--- config.mk ---
export PLATFORM = sky130hd
export DESIGN_NAME = serdes_lane_fifo_flat
export DESIGN_NICKNAME = d
export VERILOG_FILES = /design/src/rtl/serdes_lane_fifo_pkg.sv /design/src/rtl/serdes_lane_fifo_if.sv /design/src/rtl/serdes_lane_fifo_sync_fifo.sv /design/src/rtl/serdes_lane_fifo.sv /design/src/flat_wrapper.sv
export SDC_FILE = /design/constraint.sdc
export NUM_CORES = 1
export LEC_CHECK = 0
export BUFFER_PORTS_ARGS = -buffer_cell sky130_fd_sc_hd__buf_2
export CAP_MARGIN = 10
export CORE_MARGIN = 2
export CORE_UTILIZATION = 40
export CTS_CLUSTER_SIZE = 16
export DETAILED_ROUTE_END_ITERATION = 12
export PLACE_DENSITY = 0.61
export SLEW_MARGIN = 20
export SYNTH_ARGS = -nofsm -noshare
export SYNTH_HDL_FRONTEND = slang
export SYNTH_SLANG_ARGS = --single-unit
--- constraint.sdc ---
create_clock -name clk_i -period 2.5 [get_ports clk_i]
set_clock_uncertainty 0.1 [all_clocks]
set_input_delay 0.25 -clock clk_i [delete_from_list [all_inputs] [get_ports clk_i]]
set_output_delay 0.25 -clock clk_i [all_outputs]
set_load 0.02 [all_outputs]
--- src/rtl/serdes_lane_fifo_pkg.sv ---
// Shared types and helpers for the FIFO-buffered multi-lane serdes loopback.
package serdes_pkg;

   typedef enum logic [1:0] {
      IDLE  = 2'd0,
      SHIFT = 2'd1,
      HOLD  = 2'd2
   } serdes_state_e;

   function automatic int beats_f(input int dw, input int lanes);
      return dw / lanes;
   endfunction

endpackage

--- src/rtl/serdes_lane_fifo_if.sv ---
// Parallel in/out handshakes, serial observation port and FIFO status of one lane group.
interface serdes_lane_fifo_if #(
   parameter int DATA_WIDTH = 8,
   parameter int LANES      = 1,
   parameter int FIFO_DEPTH = 16
);
   logic [DATA_WIDTH-1:0]         parallel_in_i;
   logic                          valid_in_i;
   logic                          ready_out_o;
   logic [DATA_WIDTH-1:0]         parallel_out_o;
   logic                          valid_out_o;
   logic                          ready_in_i;
   logic [LANES-1:0]              serial_o;
   logic                          serial_valid_o;
   logic                          fifo_full_o;
   logic                          fifo_empty_o;
   logic [$clog2(FIFO_DEPTH):0]   fifo_level_o;

   modport slave (
      input  parallel_in_i, valid_in_i, ready_in_i,
      output ready_out_o, parallel_out_o, valid_out_o, serial_o, serial_valid_o,
             fifo_full_o, fifo_empty_o, fifo_level_o
   );

   modport master (
      output parallel_in_i, valid_in_i, ready_in_i,
      input  ready_out_o, parallel_out_o, valid_out_o, serial_o, serial_valid_o,
             fifo_full_o, fifo_empty_o, fifo_level_o
   );
endinterface

--- src/rtl/serdes_lane_fifo_sync_fifo.sv ---
// Synchronous FIFO with wrap-bit pointers; a pushed word is readable from the next cycle.
module serdes_sync_fifo #(
   parameter int DATA_WIDTH = 8,
   parameter int DEPTH      = 16
) (
   input  logic                      clk_i,
   input  logic                      rst_i,
   input  logic                      push_i,
   input  logic [DATA_WIDTH-1:0]     wdata_i,
   input  logic                      pop_i,
   output logic [DATA_WIDTH-1:0]     rdata_o,
   output logic                      full_o,
   output logic                      empty_o,
   output logic [$clog2(DEPTH):0]    level_o
);
   localparam int AW = $clog2(DEPTH);
   localparam logic [AW:0] PTR_ONE = (AW + 1)'(1);

   logic [AW:0]           r_wr_ptr;
   logic [AW:0]           r_rd_ptr;
   logic [DATA_WIDTH-1:0] r_mem [DEPTH];
   logic                  w_push;
   logic                  w_pop;

   assign full_o  = (r_wr_ptr[AW-1:0] == r_rd_ptr[AW-1:0]) && (r_wr_ptr[AW] != r_rd_ptr[AW]);
   assign empty_o = (r_wr_ptr == r_rd_ptr);
   assign level_o = r_wr_ptr - r_rd_ptr;
   assign w_push  = push_i && !full_o;
   assign w_pop   = pop_i && !empty_o;
   assign rdata_o = r_mem[r_rd_ptr[AW-1:0]];

   always_ff @(posedge clk_i) begin
      if (rst_i) begin
         r_wr_ptr <= '0;
         r_rd_ptr <= '0;
      end else begin
         if (w_push) r_wr_ptr <= r_wr_ptr + PTR_ONE;
         if (w_pop)  r_rd_ptr <= r_rd_ptr + PTR_ONE;
      end
   end

   // Storage needs no reset: the pointers define which entries are meaningful.
   always_ff @(posedge clk_i) begin
      if (w_push) r_mem[r_wr_ptr[AW-1:0]] <= wdata_i;
   end
endmodule

--- src/rtl/serdes_lane_fifo.sv ---
// FIFO-buffered serialiser (LANES bits per beat) looped into a deserialiser with a
// valid/ready output register.
//   state | meaning
//   IDLE  | no word in flight, waiting for the FIFO to hold one
//   SHIFT | one beat on serial_o per cycle, deserialiser capturing it
//   HOLD  | word reassembled, waiting for the output register to free up
module serdes_lane_fifo
   import serdes_pkg::*;
#(
   parameter int DATA_WIDTH = 8,
   parameter int LANES      = 1,
   parameter int FIFO_DEPTH = 16,
   parameter bit MSB_FIRST  = 1'b1
) (
   input logic               clk_i,
   input logic               rst_i,
   serdes_lane_fifo_if.slave bus
);
   localparam int BEATS = beats_f(DATA_WIDTH, LANES);
   localparam int BW    = (BEATS > 1) ? $clog2(BEATS) : 1;
   localparam int LW    = $clog2(FIFO_DEPTH) + 1;
   localparam logic [BW-1:0] BEAT_LAST = BW'(BEATS - 1);
   localparam logic [BW-1:0] BEAT_ONE  = BW'(1);

   if ((DATA_WIDTH % LANES) != 0) begin : g_bad_lanes
      $error("serdes_lane_fifo: DATA_WIDTH must be a multiple of LANES");
   end
   if ((FIFO_DEPTH < 2) || ((FIFO_DEPTH & (FIFO_DEPTH - 1)) != 0)) begin : g_bad_depth
      $error("serdes_lane_fifo: FIFO_DEPTH must be a power of two and at least 2");
   end

   serdes_state_e         r_state;
   serdes_state_e         w_next;
   logic [BW-1:0]         r_beat;
   logic [DATA_WIDTH-1:0] r_shift;
   logic [DATA_WIDTH-1:0] r_deshift;
   logic [DATA_WIDTH-1:0] r_out;
   logic                  r_vout;
   logic [DATA_WIDTH-1:0] w_fifo_rdata;
   logic [DATA_WIDTH-1:0] w_assembled;
   logic [DATA_WIDTH-1:0] w_shift_next;
   logic [LANES-1:0]      w_beat_bits;
   logic                  w_pop;
   logic                  w_load;
   logic                  w_push;
   logic                  w_full;
   logic                  w_empty;
   logic                  w_last;
   logic                  w_out_free;
   logic [LW-1:0]         w_level;

   serdes_sync_fifo #(
      .DATA_WIDTH (DATA_WIDTH),
      .DEPTH      (FIFO_DEPTH)
   ) u_fifo (
      .clk_i   (clk_i),
      .rst_i   (rst_i),
      .push_i  (w_push),
      .wdata_i (bus.parallel_in_i),
      .pop_i   (w_pop),
      .rdata_o (w_fifo_rdata),
      .full_o  (w_full),
      .empty_o (w_empty),
      .level_o (w_level)
   );

   // Acceptance ignores a same-cycle pop so ready_out_o stays purely registered state.
   assign bus.ready_out_o  = !w_full && !rst_i;
   assign w_push           = bus.valid_in_i && bus.ready_out_o;
   assign bus.fifo_full_o  = w_full;
   assign bus.fifo_empty_o = w_empty;
   assign bus.fifo_level_o = w_level;

   assign w_beat_bits  = MSB_FIRST ? r_shift[DATA_WIDTH-1 -: LANES] : r_shift[LANES-1:0];
   assign w_shift_next = MSB_FIRST ? (r_shift << LANES) : (r_shift >> LANES);
   assign w_last       = (r_beat == BEAT_LAST);
   assign w_out_free   = !r_vout || bus.ready_in_i;

   assign bus.serial_valid_o = (r_state == SHIFT);
   assign bus.serial_o       = (r_state == SHIFT) ? w_beat_bits : '0;
   assign bus.valid_out_o    = r_vout;
   assign bus.parallel_out_o = r_out;

   // Word as it stands after folding in the current beat; complete on the last beat.
   if (BEATS == 1) begin : g_asm_one
      assign w_assembled = w_beat_bits;
   end else if (MSB_FIRST) begin : g_asm_msb
      assign w_assembled = {r_deshift[DATA_WIDTH-LANES-1:0], w_beat_bits};
   end else begin : g_asm_lsb
      assign w_assembled = {w_beat_bits, r_deshift[DATA_WIDTH-1:LANES]};
   end

   always_comb begin
      w_next = r_state;
      w_pop  = 1'b0;
      w_load = 1'b0;
      case (r_state)
         IDLE: begin
            if (!w_empty) begin
               w_pop  = 1'b1;
               w_next = SHIFT;
            end
         end
         SHIFT: begin
            if (w_last) begin
               if (w_out_free) begin
                  w_load = 1'b1;
                  w_pop  = !w_empty;
                  w_next = w_empty ? IDLE : SHIFT;
               end else begin
                  w_next = HOLD;
               end
            end
         end
         HOLD: begin
            if (w_out_free) begin
               w_load = 1'b1;
               w_pop  = !w_empty;
               w_next = w_empty ? IDLE : SHIFT;
            end
         end
         default: w_next = IDLE;
      endcase
   end

   always_ff @(posedge clk_i) begin
      if (rst_i) begin
         r_state   <= IDLE;
         r_beat    <= '0;
         r_shift   <= '0;
         r_deshift <= '0;
         r_out     <= '0;
         r_vout    <= 1'b0;
      end else begin
         r_state <= w_next;
         if (w_pop) begin
            r_shift <= w_fifo_rdata;
            r_beat  <= '0;
         end else if (r_state == SHIFT) begin
            r_shift <= w_shift_next;
            r_beat  <= w_last ? '0 : r_beat + BEAT_ONE;
         end
         if (r_state == SHIFT) r_deshift <= w_assembled;
         // In HOLD the finished word already sits in r_deshift.
         if (w_load) begin
            r_out  <= (r_state == SHIFT) ? w_assembled : r_deshift;
            r_vout <= 1'b1;
         end else if (bus.ready_in_i) begin
            r_vout <= 1'b0;
         end
      end
   end
endmodule

--- src/flat_wrapper.sv ---
// flat-port wrapper written by rule: the top's interface ports become plain ports
module serdes_lane_fifo_flat import serdes_pkg::*;
#(
   parameter int DATA_WIDTH = 8,
   parameter int LANES      = 1,
   parameter int FIFO_DEPTH = 16,
   parameter bit MSB_FIRST  = 1'b1
)
  (clk_i, rst_i, bus_parallel_in_i, bus_valid_in_i, bus_ready_in_i, bus_ready_out_o, bus_parallel_out_o, bus_valid_out_o, bus_serial_o, bus_serial_valid_o, bus_fifo_full_o, bus_fifo_empty_o, bus_fifo_level_o);
  serdes_lane_fifo_if #(.DATA_WIDTH(DATA_WIDTH), .LANES(LANES), .FIFO_DEPTH(FIFO_DEPTH)) bus_i ();
  input logic clk_i;
  input logic rst_i;
  input wire logic [$bits(bus_i.parallel_in_i)-1:0] bus_parallel_in_i;
  input wire logic [$bits(bus_i.valid_in_i)-1:0] bus_valid_in_i;
  input wire logic [$bits(bus_i.ready_in_i)-1:0] bus_ready_in_i;
  output wire logic [$bits(bus_i.ready_out_o)-1:0] bus_ready_out_o;
  output wire logic [$bits(bus_i.parallel_out_o)-1:0] bus_parallel_out_o;
  output wire logic [$bits(bus_i.valid_out_o)-1:0] bus_valid_out_o;
  output wire logic [$bits(bus_i.serial_o)-1:0] bus_serial_o;
  output wire logic [$bits(bus_i.serial_valid_o)-1:0] bus_serial_valid_o;
  output wire logic [$bits(bus_i.fifo_full_o)-1:0] bus_fifo_full_o;
  output wire logic [$bits(bus_i.fifo_empty_o)-1:0] bus_fifo_empty_o;
  output wire logic [$bits(bus_i.fifo_level_o)-1:0] bus_fifo_level_o;
  assign bus_i.parallel_in_i = bus_parallel_in_i;
  assign bus_i.valid_in_i = bus_valid_in_i;
  assign bus_i.ready_in_i = bus_ready_in_i;
  assign bus_ready_out_o = bus_i.ready_out_o;
  assign bus_parallel_out_o = bus_i.parallel_out_o;
  assign bus_valid_out_o = bus_i.valid_out_o;
  assign bus_serial_o = bus_i.serial_o;
  assign bus_serial_valid_o = bus_i.serial_valid_o;
  assign bus_fifo_full_o = bus_i.fifo_full_o;
  assign bus_fifo_empty_o = bus_i.fifo_empty_o;
  assign bus_fifo_level_o = bus_i.fifo_level_o;
  serdes_lane_fifo #(.DATA_WIDTH(DATA_WIDTH), .LANES(LANES), .FIFO_DEPTH(FIFO_DEPTH), .MSB_FIRST(MSB_FIRST)) u_core (.clk_i(clk_i), .rst_i(rst_i), .bus(bus_i));
endmodule
==> results.yml, run 1 <==
setup_path:
  critical_path_peak_fanout: 5
  required_ps: 2150
  critPathArrivalTime_ps: 2030
  setup.worst_path.end_class: "primary output"
  crit_path_start_kind: "flip-flop"
  critPathKind: "reg -> out"
yosys:
  dominantRegCellSynth: "sky130_fd_sc_hd__edfxtp_1"
  syn_area_um2: 6960
  synth_area_leaders: "sky130_fd_sc_hd__edfxtp_1, sky130_fd_sc_hd__dfxtp_1, sky130_fd_sc_hd__mux4_2"
  postSynthCellCount: 437
  synth_nets: 465
  postSynth.asyncResetShare_pct: 0
  synth_area_per_cell_um2: 15.9
  postSynthRegisterBits: 172
  post_synth_edffs: 128
  synth-seq-area-share_pct: 67.9
  ys_types: 48
  synth_largest_area_cell: "sky130_fd_sc_hd__edfxtp_1"
  synthesis.yosys.warnings: 0
  area_share_of_the_largest_cell_type_after_synthesis_pct: 55.2
power:
  power.ir.vdd_worst_v: 0.000495
  power_frac_clock_pct: 35.6
  cell_pwr_density_nw_per_um2: 934
  share_comb_of_total_power_pct: 21.3
  power_leakage_nw: 2.75
  seqPwrFrac_pct: 43.1
  p_int_mw: 5.50
  switching_share_pct: 27.3
  switching_power_mw: 2.07
finish:
  nets: 514
  area.sequential_um2: 4730
  final_cells: 724
  flow.area_growth_from_synthesis_pct: 16.5
  multi_input_area_um2: 2070
  layout.cell_area.non_filler_um2: 8110
  final_layout_size_suffix_gt1_share_pct: 25.5
  antennaDiodeCount: 0
  filler_cell_count: 1506
detailed_routing:
  antenna_left: 0
  met3RoutedLength_um: 592
  firstDrtPassIters: 4
  dr.first_iter.drc_count: 275
  post-route-drc-count: 0
  top_layer_in_use: "met4"
  avgViaCountPerCell: 5.31
  met1Wirelength_um: 6300
  avgRoutedWirePerCell_um: 19.3
  detailroute.via_count: 3848
  met2RoutedLength_um: 6860
  routed_wl_um: 13900
die:
  boundaryPins: 31
  initial_core_util_pct: 40.5
  die_h_um: 136
  num_rows: 48
  fp.dieW_um: 136
  core_region_area_um2: 17200
  floorplan.die_area_um2: 18500
global_routing:
  grt_first_pass_wirelength_um: 21800
  grt_pass1_vias: 3916
  global_route.usage.total_pct: 16.3
  grt_max_degree: 44
  number_of_antenna_violations_at_the_first_check_in_global_routing: 0
  gr-total-overflow: 0
clock_network:
  postCtsSetupBuffers: 0
  clockBufferDepth: 2
  cts_tree: "built"
  clock_insertion_delay_worst_skew_ps: 430
  tritoncts_buffer_count: 17
  clock_sinks: 172
  cts_root_buf: "sky130_fd_sc_hd__clkbuf_16"
  cts_max_level: 4
  path_clk_slew_ps: 70
sta:
  max_slew.worst_pin.slew_ps: 696
  rsz0062_at_grt: "no"
  achievable-frequency_mhz: 420
  final_hold_viol_count: 0
  setup_viol: 0
  min_period_ps: 2380
  worst_slew_margin_rel_pct: 53.5
  final.setup.tns_ps: 0
  final_max_slew_viol_count: 0
  finalCritPeriodShare_pct: 95.2
  fin_ws_ps: 119
flow_run:
  maxCapViolations: 0
placed_design:
  pre_cts_slack_ps: 219
  io_buffer_count: 30
  hpwl_um: 9150
  replace_congestion: 0.769
  dpl_cell_area_um2: 7490
  placedCellCount: 692
hold_path:
  timing.hold.worst.class: "in -> reg"
status:
  result_of_the_run: "finished, final reports clean"
stage by stage:
step           utilization, %  total power [mW]  hold slack [ps]
3_3_place_gp             43.6              4.91              382
3_5_place_dp             43.6              4.94              379
6_report                 47.2              7.57              116
4_1_cts                  47.2              7.65             88.0
5_1_grt                  47.2              7.90              115
2_1_floorplan               -              4.52              249
registers in the layout, indices dropped and copies added (netlist names), named ones only:
name,count
u_core.bus.parallel_out_o,8
u_core.bus.valid_out_o,1
u_core.r_beat,3
u_core.r_deshift,8
u_core.r_shift,8
u_core.r_state,2
u_core.u_fifo.r_mem,128
u_core.u_fifo.r_rd_ptr,5
u_core.u_fifo.r_wr_ptr,5
routing by layer:
metal  track usage (%)  vias to the layer above
met3              3.80                       18
li1                  -                     1816
met2              27.2                       85
met4              5.73                        0
met1              21.0                     1929
met5                 0                        -
placed cells by master, fill, tap and decap left out, types with 7 or more instances in the layout:
cell                          n
sky130_fd_sc_hd__nand2_1      9
sky130_fd_sc_hd__edfxtp_1   128
sky130_fd_sc_hd__dfxtp_1     42
sky130_fd_sc_hd__inv_1       16
sky130_fd_sc_hd__nor2b_1     11
sky130_fd_sc_hd__nor2_1      35
sky130_fd_sc_hd__a21oi_1     16
sky130_fd_sc_hd__ha_1        14
sky130_fd_sc_hd__a221oi_1     7
sky130_fd_sc_hd__a311oi_1     7
sky130_fd_sc_hd__buf_2       29
sky130_fd_sc_hd__buf_4       23
sky130_fd_sc_hd__mux2i_1      9
sky130_fd_sc_hd__mux4_2      32
sky130_fd_sc_hd__a211oi_1     8
sky130_fd_sc_hd__clkbuf_16   17
sky130_fd_sc_hd__nor3_1       8
sky130_fd_sc_hd__a22oi_1     16
cell usage after synthesis (2+ instances only):
cell type	number
sky130_fd_sc_hd__edfxtp_1	128
sky130_fd_sc_hd__dfxtp_1	44
sky130_fd_sc_hd__nor2_1	35
sky130_fd_sc_hd__mux4_2	32
sky130_fd_sc_hd__a21oi_1	16
sky130_fd_sc_hd__a22oi_1	16
sky130_fd_sc_hd__inv_1	16
sky130_fd_sc_hd__ha_1	15
sky130_fd_sc_hd__nor2b_1	11
sky130_fd_sc_hd__mux2i_1	9
sky130_fd_sc_hd__nand2_1	9
sky130_fd_sc_hd__a211oi_1	8
sky130_fd_sc_hd__buf_1	8
sky130_fd_sc_hd__nor3_1	8
sky130_fd_sc_hd__a221oi_1	7
sky130_fd_sc_hd__a311oi_1	7
sky130_fd_sc_hd__buf_2	7
sky130_fd_sc_hd__clkbuf_1	6
sky130_fd_sc_hd__a21o_1	5
sky130_fd_sc_hd__o21ai_0	4
sky130_fd_sc_hd__or3_1	4
sky130_fd_sc_hd__xnor2_1	4
sky130_fd_sc_hd__and2_1	3
sky130_fd_sc_hd__buf_4	3
sky130_fd_sc_hd__nand2b_1	3
sky130_fd_sc_hd__nand3_1	3
sky130_fd_sc_hd__a21oi_2	2
sky130_fd_sc_hd__nor4_1	2
sky130_fd_sc_hd__o21a_1	2
sky130_fd_sc_hd__o31ai_1	2
area by class of cell:
type | count | area share, %
Multi-Input combinational cell | 225 | 25.5
Tap cell | 225 | 3.47
Sequential cell | 172 | 58.3
Clock buffer | 17 | 5.25
Timing Repair Buffer | 54 | 4.41
Inverter | 16 | 0.741
Clock inverter | 15 | 2.27
path summary, 6_finish.rpt:
path	from	to	slack, ps	cells after the start
setup / recovery	u_core.u_fifo.r_wr_ptr[0]$_SDFFE_PP0P_	bus_fifo_level_o[4]	120	8
hold / removal	rst_i	u_core.u_fifo.r_rd_ptr[2]$_SDFFE_PP0P_	120	3
setup reg to reg	u_core.u_fifo.r_rd_ptr[2]$_SDFFE_PP0P_	u_core.u_fifo.r_mem[0][7]$_DFFE_PP_	290	7
hold reg to reg	u_core.r_deshift[7]$_SDFF_PP0_	u_core.r_deshift[7]$_SDFF_PP0_	390	2
worst max-delay path, stage by stage (launching register included):
cell                      delay [ps]
sky130_fd_sc_hd__dfxtp_4         360
sky130_fd_sc_hd__inv_1           110
sky130_fd_sc_hd__ha_2            200
sky130_fd_sc_hd__fa_2            210
sky130_fd_sc_hd__inv_1            50
sky130_fd_sc_hd__a21o_1          170
sky130_fd_sc_hd__a21oi_1         190
sky130_fd_sc_hd__xnor2_1         150
sky130_fd_sc_hd__buf_4           160
power by group through the flow:
stage          logic [mW]  clock network, mW  registers [mW]
2_1_floorplan        1.22                  0            3.30
3_3_place_gp         1.59                  0            3.32
3_5_place_dp         1.62                  0            3.32
4_1_cts              1.63               2.76            3.26
5_1_grt              1.77               2.85            3.28
6_report             1.61               2.69            3.26
logic make-up (layout without fill, tap and decap cells):
| family | after synthesis | after routing | synth area share [%] |
|---|---|---|---|
| and+or+nand+nor | 84 | 84 | 5.86 |
| adders and majority gates | 16 | 16 | 2.98 |
| AOI/OAI and AO/OA | 77 | 77 | 8.16 |
| buffers and inverters | 40 | 102 | 2.44 |
| xor gates and xnor gates | 6 | 6 | 0.863 |
| muxes | 42 | 42 | 11.8 |
| DFF | 172 | 172 | 67.9 |
what timing repair did:
item	in CTS	in global routing
hold buffers	0	0
endpoints found under the setup margin	1	1
resized for setup	2	3
(Power assumes the default switching activity.)
==> run 2, diff against run 1 <==
Settings changed: GPL_TIMING_DRIVEN set to 0.
==> run 2 against run 1 <==
  * Cell count grew 0.83%
  * Critical path type is now reg -> reg
  * Register-to-register slack lost 290 ps
  * Power is essentially flat
  * First-iteration DRC count shrank 6.2%
  * Cell area grew 1.2%
  * Sequential share of layout area shrank 0.74 points
==> results.yml, run 2 (synthesis gave the netlist of run 1 again) <==
setup_path:
  critPathKind: "reg -> reg"
  setup.worst_path.end_class: "flip-flop"
  required_ps: 2450
  crit_path_start_kind: "flip-flop"
  critPathArrivalTime_ps: 2450
  critical_path_peak_fanout: 8
clock_network:
  ctsHoldBuffers: 0
  path_clk_slew_ps: 70
  cts_max_level: 4
  cts_tree: "built"
  clockBufferDepth: 2
  clock_insertion_delay_worst_skew_ps: 420
  cts_root_buf: "sky130_fd_sc_hd__clkbuf_16"
  tritoncts_buffer_count: 17
  clock_sinks: 172
global_routing:
  grt_max_degree: 17
  grt_first_pass_wirelength_um: 22500
  number_of_antenna_violations_at_the_first_check_in_global_routing: 0
  grt_pass1_vias: 4028
  gr-total-overflow: 0
  global_route.usage.total_pct: 16.8
die:
  boundaryPins: 31
  fp.dieW_um: 136
  initial_core_util_pct: 40.5
  die_h_um: 136
  floorplan.die_area_um2: 18500
  core_region_area_um2: 17200
  num_rows: 48
finish:
  antennaDiodeCount: 0
  nets: 520
  layout.cells.most_common: "sky130_fd_sc_hd__edfxtp_1"
  filler_cell_count: 1470
  flow.area_growth_from_synthesis_pct: 18.0
  final_layout_size_suffix_gt1_share_pct: 26.3
  area.sequential_um2: 4730
  largest_reg_flops: 128
  multi_input_area_um2: 2180
  most_frequent_cells_in_the_layout: "sky130_fd_sc_hd__edfxtp_1, sky130_fd_sc_hd__dfxtp_1, sky130_fd_sc_hd__buf_2, sky130_fd_sc_hd__mux4_2, sky130_fd_sc_hd__nor2_1"
detailed_routing:
  avgViaCountPerCell: 5.49
  antenna_left: 0
  dr.first_iter.drc_count: 258
  firstDrtPassIters: 5
  detailroute.via_count: 4007
  routed_wl_um: 14600
  post-route-drc-count: 0
  avgRoutedWirePerCell_um: 20.0
sta:
  finalCritPeriodShare_pct: 99.9
  setup_viol: 0
  rsz0062_at_grt: "yes"
  final_max_slew_viol_count: 0
  max_slew.worst_pin.slew_ps: 875
  achievable-frequency_mhz: 401
  fin_ws_ps: 3.19
  worst_slew_margin_rel_pct: 41.7
  min_period_ps: 2500
  final_hold_viol_count: 0
placed_design:
  pre_cts_slack_ps: -268
  io_buffer_count: 29
  replace_congestion: 0.768
  hpwl_um: 9510
status:
  result_of_the_run: "finished, final reports clean"
flow_run:
  maxCapViolations: 0
power:
  cell_pwr_density_nw_per_um2: 921
  power_leakage_nw: 2.71
  power.ir.vdd_worst_v: 0.000584
  report.power.total_mw: 7.56
hold_path:
  timing.hold.worst.class: "in -> reg"
[run 2: stage by stage]
| stage | instances | hold WS (ps) | utilization [%] | cell area [um2] | setup TNS, ps |
|---|---|---|---|---|---|
| finish | 730 | 110 | 47.8 | 8210 | 0 |
| floorplan | 437 | 249 | - | 6960 | 0 |
| global route | 730 | 105 | 47.8 | 8210 | -3050 |
| global placement | 691 | 380 | 43.0 | 7390 | -27490 |
| detailed placement | 693 | 396 | 43.2 | 7420 | -16170 |
| CTS | 726 | 91.5 | 47.0 | 8080 | -4660 |
[run 2: final timing paths]
path | startpoint | end | slack (ps) | depth (start not counted)
min reg2reg | u_core.bus.parallel_out_o[2]$_SDFFE_PP0P_ | u_core.bus.parallel_out_o[2]$_SDFFE_PP0P_ | 400 | 2
min | bus_parallel_in_i[6] | u_core.u_fifo.r_mem[9][6]$_DFFE_PP_ | 110 | 1
max reg2reg | u_core.u_fifo.r_rd_ptr[2]$_SDFFE_PP0P_ | u_core.u_fifo.r_mem[5][7]$_DFFE_PP_ | 3 | 6
max | u_core.u_fifo.r_rd_ptr[2]$_SDFFE_PP0P_ | u_core.u_fifo.r_mem[5][7]$_DFFE_PP_ | 3 | 6
[run 2: per-layer routing]
| metal | routed length [um] | share of wire [%] | global-route usage, % | vias up |
|---|---|---|---|---|
| li1 | - | - | - | 1820 |
| met1 | 6100 | 42 | 21.0 | 2007 |
| met2 | 7210 | 49 | 27.6 | 145 |
| met3 | 869 | 6.0 | 4.03 | 35 |
| met4 | 425 | 2.9 | 8.16 | 0 |
| met5 | 0 | 0 | 0 | - |
[run 2: repair_timing]
action,in CTS,in global routing
cloned,0,0
pin swaps,0,3
setup buffers,1,4
gates resized for setup,15,13
endpoints found under the setup margin,105,104
[run 2: critical path: stages (launching register included)]
cell                      delay, ps
sky130_fd_sc_hd__dfxtp_1        370
sky130_fd_sc_hd__inv_1           90
sky130_fd_sc_hd__ha_1           350
sky130_fd_sc_hd__nand4_1        240
sky130_fd_sc_hd__o211a_4        230
sky130_fd_sc_hd__nand2_1        210
sky130_fd_sc_hd__nor2_2         540
[run 2: cell type report]
| cell class | instances | area share [%] |
|---|---|---|
| Tap cell | 225 | 3.43 |
| Inverter | 16 | 0.731 |
| Clock inverter | 14 | 2.03 |
| Multi-Input combinational cell | 225 | 26.6 |
| Sequential cell | 172 | 57.6 |
| Clock buffer | 18 | 5.23 |
| Timing Repair Buffer | 36 | 3.05 |
| Buffer | 24 | 1.34 |
[run 2: where the power goes]
part	leakage (nW)	internal [mW]	switching, mW
Sequential	1.51	3.19	0.0812
Clock	0.286	1.57	1.08
Combinational	0.915	0.729	0.910
Total	2.71	5.49	2.08
